File: src/rtl/gcd_dispatch.sv
// Job dispatcher for a subtractive GCD engine: FIFO-buffered operand pairs, engine kick/run/capture FSM.
// Optional RUN-state watchdog enabled by defining GCD_WATCHDOG_EN.
module gcd_dispatch #(
    parameter int WIDTH = 8,
    parameter int DEPTH = 4
`ifdef GCD_WATCHDOG_EN
    ,
    parameter int WDOG_CYCLES = 1024
`endif
) (
    input  logic             clk,
    input  logic             reset,
    input  logic             in_valid,
    output logic             in_ready,
    input  logic [WIDTH-1:0] in_x,
    input  logic [WIDTH-1:0] in_y,
    output logic             eng_rst,
    output logic [WIDTH-1:0] eng_x,
    output logic [WIDTH-1:0] eng_y,
    input  logic             eng_done,
    input  logic [WIDTH-1:0] eng_gcd,
    output logic             out_valid,
    input  logic             out_ready,
    output logic [WIDTH-1:0] out_gcd,
    output logic [WIDTH-1:0] out_x,
    output logic [WIDTH-1:0] out_y,
    output logic             out_err,
    output logic             busy
);

    localparam int PW = $clog2(DEPTH);
    localparam int CW = PW + 1;
    localparam logic [CW-1:0] FULL_CNT = CW'(DEPTH);

    typedef enum logic [1:0] {
        IDLE,
        KICK,
        RUN,
        OUT
    } state_t;

    state_t r_state;
    state_t w_nextState;

    logic [WIDTH-1:0] r_memX [DEPTH];
    logic [WIDTH-1:0] r_memY [DEPTH];
    logic [PW-1:0]    r_wrPtr;
    logic [PW-1:0]    r_rdPtr;
    logic [CW-1:0]    r_count;
    logic [CW-1:0]    w_countNext;
    logic             r_inReady;

    logic [WIDTH-1:0] r_opX;
    logic [WIDTH-1:0] r_opY;
    logic [WIDTH-1:0] r_outGcd;
    logic             r_outValid;
    logic             r_engRst;
    logic             r_busy;

    logic             w_push;
    logic             w_pop;
    logic [WIDTH-1:0] w_headX;
    logic [WIDTH-1:0] w_headY;
    logic             w_bypass;
    logic             w_wdogExpire;

    assign w_push   = in_valid && r_inReady;
    assign w_headX  = r_memX[r_rdPtr];
    assign w_headY  = r_memY[r_rdPtr];
    assign w_bypass = (w_headX == '0) || (w_headY == '0);

    assign in_ready  = r_inReady;
    assign eng_rst   = r_engRst;
    assign eng_x     = r_opX;
    assign eng_y     = r_opY;
    assign out_valid = r_outValid;
    assign out_gcd   = r_outGcd;
    assign out_x     = r_opX;
    assign out_y     = r_opY;
    assign busy      = r_busy;

`ifdef GCD_WATCHDOG_EN
    localparam int WW = $clog2(WDOG_CYCLES + 1);

    logic [WW-1:0] r_wdog;
    logic          r_outErr;

    assign w_wdogExpire = (r_state == RUN) && (r_wdog == WW'(WDOG_CYCLES - 1));
    assign out_err      = r_outErr;

    always_ff @(posedge clk) begin
        if (reset) begin
            r_wdog   <= '0;
            r_outErr <= 1'b0;
        end else begin
            if (r_state == KICK) begin
                r_wdog <= '0;
            end else if ((r_state == RUN) && !w_wdogExpire) begin
                r_wdog <= r_wdog + WW'(1);
            end
            if (w_pop || ((r_state == RUN) && eng_done)) begin
                r_outErr <= 1'b0;
            end else if (w_wdogExpire) begin
                r_outErr <= 1'b1;
            end
        end
    end
`else
    assign w_wdogExpire = 1'b0;
    assign out_err      = 1'b0;
`endif

    always_ff @(posedge clk) begin
        if (reset) begin
            r_state <= IDLE;
        end else begin
            r_state <= w_nextState;
        end
    end

    // Zero operands never reach the engine; they resolve straight to OUT.
    always_comb begin
        w_nextState = r_state;
        w_pop       = 1'b0;
        case (r_state)
            IDLE: begin
                if (r_count != '0) begin
                    w_pop       = 1'b1;
                    w_nextState = w_bypass ? OUT : KICK;
                end
            end
            KICK: w_nextState = RUN;
            RUN: begin
                if (eng_done || w_wdogExpire) begin
                    w_nextState = OUT;
                end
            end
            OUT: begin
                if (out_ready) begin
                    w_nextState = IDLE;
                end
            end
            default: w_nextState = IDLE;
        endcase
    end

    always_comb begin
        w_countNext = r_count;
        case ({w_push, w_pop})
            2'b10:   w_countNext = r_count + CW'(1);
            2'b01:   w_countNext = r_count - CW'(1);
            default: w_countNext = r_count;
        endcase
    end

    always_ff @(posedge clk) begin
        if (w_push) begin
            r_memX[r_wrPtr] <= in_x;
            r_memY[r_wrPtr] <= in_y;
        end
    end

    // in_ready follows the current count, so a same-cycle pop never frees a slot early.
    always_ff @(posedge clk) begin
        if (reset) begin
            r_wrPtr    <= '0;
            r_rdPtr    <= '0;
            r_count    <= '0;
            r_inReady  <= 1'b1;
            r_opX      <= '0;
            r_opY      <= '0;
            r_outGcd   <= '0;
            r_outValid <= 1'b0;
            r_engRst   <= 1'b1;
            r_busy     <= 1'b0;
        end else begin
            if (w_push) begin
                r_wrPtr <= r_wrPtr + PW'(1);
            end
            if (w_pop) begin
                r_rdPtr <= r_rdPtr + PW'(1);
                r_opX   <= w_headX;
                r_opY   <= w_headY;
                if (w_bypass) begin
                    r_outGcd <= w_headX | w_headY;
                end
            end
            if ((r_state == RUN) && eng_done) begin
                r_outGcd <= eng_gcd;
            end else if (w_wdogExpire) begin
                r_outGcd <= '0;
            end
            r_count    <= w_countNext;
            r_inReady  <= (w_countNext != FULL_CNT);
            r_outValid <= (w_nextState == OUT);
            r_engRst   <= (w_nextState == KICK);
            r_busy     <= (w_countNext != '0) || (w_nextState != IDLE);
        end
    end

endmodule

File: config.mk
export PLATFORM = sky130hd
export DESIGN_NAME = gcd_dispatch
export DESIGN_NICKNAME = d
export VERILOG_FILES = /design/src/rtl/gcd_dispatch.sv
export SDC_FILE = /design/constraint.sdc
export NUM_CORES = 1
export LEC_CHECK = 0
export CAP_MARGIN = 20
export CORE_MARGIN = 10
export CORE_UTILIZATION = 40
export CTS_CLUSTER_DIAMETER = 200
export DETAILED_ROUTE_END_ITERATION = 8
export GPL_TIMING_DRIVEN = 0
export PLACE_DENSITY_LB_ADDON = 0.08
export SETUP_SLACK_MARGIN = 0.2
export SYNTH_ARGS = -nofsm -noshare
export SYNTH_HDL_FRONTEND = slang
export SYNTH_SLANG_ARGS = --single-unit
File: constraint.sdc
create_clock -name clk -period 7.6 [get_ports clk]
set_input_delay 2.28 -clock clk [delete_from_list [all_inputs] [get_ports clk]]
set_output_delay 2.28 -clock clk [all_outputs]
set_load 0.01 [all_outputs]
==> results of run 1 <==
## sequential cells by signal (all words and copies together), names as in the netlist, named ones only
name / cells
in_ready: 1
r_memY: 32
busy: 1
out_valid: 1
r_rdPtr: 2
r_wrPtr: 2
eng_x: 8
r_memX: 32
eng_rst: 1
r_state: 2
r_count: 3
out_gcd: 8
eng_y: 8
## worst paths after layout
| path | slack, ps | depth (start not counted) | end | startpoint |
|---|---|---|---|---|
| worst max-delay path | 3670 | 8 | busy$_SDFF_PP0_ | in_valid |
| worst min register to register | 480 | 2 | eng_y[0]$_SDFFE_PP0P_ | eng_y[0]$_SDFFE_PP0P_ |
| worst max register to register | 4750 | 11 | busy$_SDFF_PP0_ | r_count[0]$_SDFF_PP0_ |
| worst min-delay path | 480 | 2 | eng_y[0]$_SDFFE_PP0P_ | eng_y[0]$_SDFFE_PP0P_ |
## report_power, final
group / switching (mW) / leakage (nW) / total [mW] / internal, mW
registers: 0.0642 / 0.907 / 0.782 / 0.718
logic: 0.401 / 0.861 / 0.801 / 0.400
clock network: 0.196 / 0.106 / 0.355 / 0.159
## layout by cell type (no fill, tap or decap), drive strengths merged, types with 11 or more instances in the layout
cell type      count
clkdlybuf4s50     71
dfxtp             39
buf               24
a21oi             20
nor2              17
clkbuf            23
edfxtp            64
nand3             19
and3              12
o21ai             11
nand2             40
mux4              16
nor4              12
## critical path, stage by stage
cell	delay [ps]
clkdlybuf4s50_1	480
nand2_1	180
ha_1	200
inv_1	60
fa_1	500
nand2_1	60
o21ai_0	230
a41oi_1	150
## layer usage
layer | vias up | GRT usage, % | routed length (microns) | share of wire, %
li1 | 1373 | - | - | -
met1 | 1279 | 17.2 | 4370 | 46
met2 | 86 | 20.0 | 4430 | 47
met3 | 10 | 3.14 | 542 | 5.7
met4 | 0 | 3.86 | 114 | 1.2
met5 | - | 0 | 0 | 0
## logic make-up after synthesis
kind of cell | share of synthesized area [%]
muxes | 8.45
other | 0.0879
DFF | 63.4
xor gates and xnor gates | 1.23
adders and majority gates | 1.94
AOI/OAI and AO/OA | 6.10
buffers and inverters | 5.90
and+or+nand+nor | 12.9
## area by class of cell
type | instances | area [sq um] | share of cell area [%]
Sequential cell | 103 | 2700 | 50.5
Multi-Input combinational cell | 186 | 1310 | 24.5
Timing Repair Buffer | 71 | 711 | 13.3
Buffer | 37 | 225 | 4.21
Tap cell | 136 | 170 | 3.18
Clock buffer | 10 | 128 | 2.38
Clock inverter | 6 | 80.1 | 1.50
Inverter | 7 | 26.3 | 0.491
==> impl_metrics.ini, run 1 <==
[cts]
cts-root-buf = clkbuf_8
clock_sinks = 103
path_clk_slew_ps = 100
h-tree-depth = 3
cts_setup_buffers = 0
clkLatencyLatePin_ps = 360
cts_resized = 0
cts_buffers = 9
postCtsHoldBufs = 0
clk_path_buf_depth = 2
cts_tree = yes

[placement]
io_buffers = 71
place_area_sq_mm = 0.00515
place_inst = 540
place.detailed.hpwl_microns = 6720
dp_slack_ps = 3260
gp_congestion = 0.775

[logic_synthesis]
syn-cell-area_sq_mm = 0.00427
synthTopCellsByCount = 64 x edfxtp_1, 40 x nand2_1, 39 x dfxtp_1
synth_top_cell_by_area = edfxtp_1
syn-num-nets = 368
synth.top_cell.area_share_pct = 45.1
synthFlopType = edfxtp_1
yosysWarnings = 0
ys_types = 34
yosys-top-cells-area = edfxtp_1 45%, dfxtp_1 18%, mux4_2 8.4%
synth_seq_cells = 103
avgSynthCellArea_sq_um = 12.8
syn_inst = 333
yosysSeqAreaShare_pct = 63.4
async_flop_share_pct = 0
synth_edf_count = 64
synthMostInstantiatedCell = edfxtp_1

[power_and_ir_drop]
leakagePower_nw = 1.87
peakVddDrop_uv = 150
power_mw = 1.94
pwr_density_cell_mw_per_mm2 = 362

[outcome]
status = finished, final reports clean

[floorplanning]
ios = 74
die_y_microns = 123
start_util_pct = 41.1
coreArea_sq_mm = 0.0104
num_rows = 37
dieArea_sq_mm = 0.0152
die_w_microns = 123

[finish]
fin_cells = 556
nNetsFinal = 450
fin_util_pct = 51.6
syn_to_final_growth_pct = 25.5
n_fill_cell = 943
num_antenna_cells = 0
drive_gt1_share_pct = 13.6
design_area_sq_mm = 0.00535

[route]
drc_errors = 0
wl_per_cell_microns = 17.0
vias = 2748
drt_pass1_iterations = 4
wl_microns = 9460
viasPerCell = 4.94
ant_nets = 0
first_iter_violations = 238

[grt]
antenna_found_initial = 0
first_global_vias = 2747
globalRouteOverflowTotal = 0
grt_max_degree = 19
grt_pass1_wl_microns = 15000
grt.total_usage_pct = 12.8

[sta]
rsz0062_at_grt = false
drv_slew = 0
fin_skew_ps = 15.8
hold_viol = 0
setup_tns_ps = 0
setup_viol = 0
max_freq_mhz = 255
period_share_pct = 51.6
fin_hold_ws_ps = 481
max_slew_margin_pct = 40.2
period_needed_ps = 3930
worst_pin_slew_ps = 897
setup_slack_ps = 3670

[setup_path]
start_kind = input pin
critPathMaxFanout = 6
cp-end-kind = flip-flop
worst-setup-path-type = input pin to flip-flop
critPathArrivalTime_ps = 4140
crit_required_ps = 7820

[hold_path]
hold_path_class = flip-flop to flip-flop

[flow_run]
drv_cap = 0
No activity file was read; power rests on OpenSTA's default activity.
==> run 2, diff against run 1 <==
==> constraint.sdc (replaced) <==
create_clock -name clk -period 4.1 [get_ports clk]
set_input_delay 1.23 -clock clk [delete_from_list [all_inputs] [get_ports clk]]
set_output_delay 1.23 -clock clk [all_outputs]
set_load 0.01 [all_outputs]
==> results of run 2 <==
The final DEF is identical to that of run 1. Status: finished, final reports clean.
Among the figures that moved: setup slack after placement 3260 ps -> 811 ps; setup slack after layout 3670 ps -> 1220 ps; register-to-register setup slack 4750 ps -> 1250 ps; total power 1.94 mW -> 3.59 mW; worst IR drop on VDD 150 uV -> 278 uV
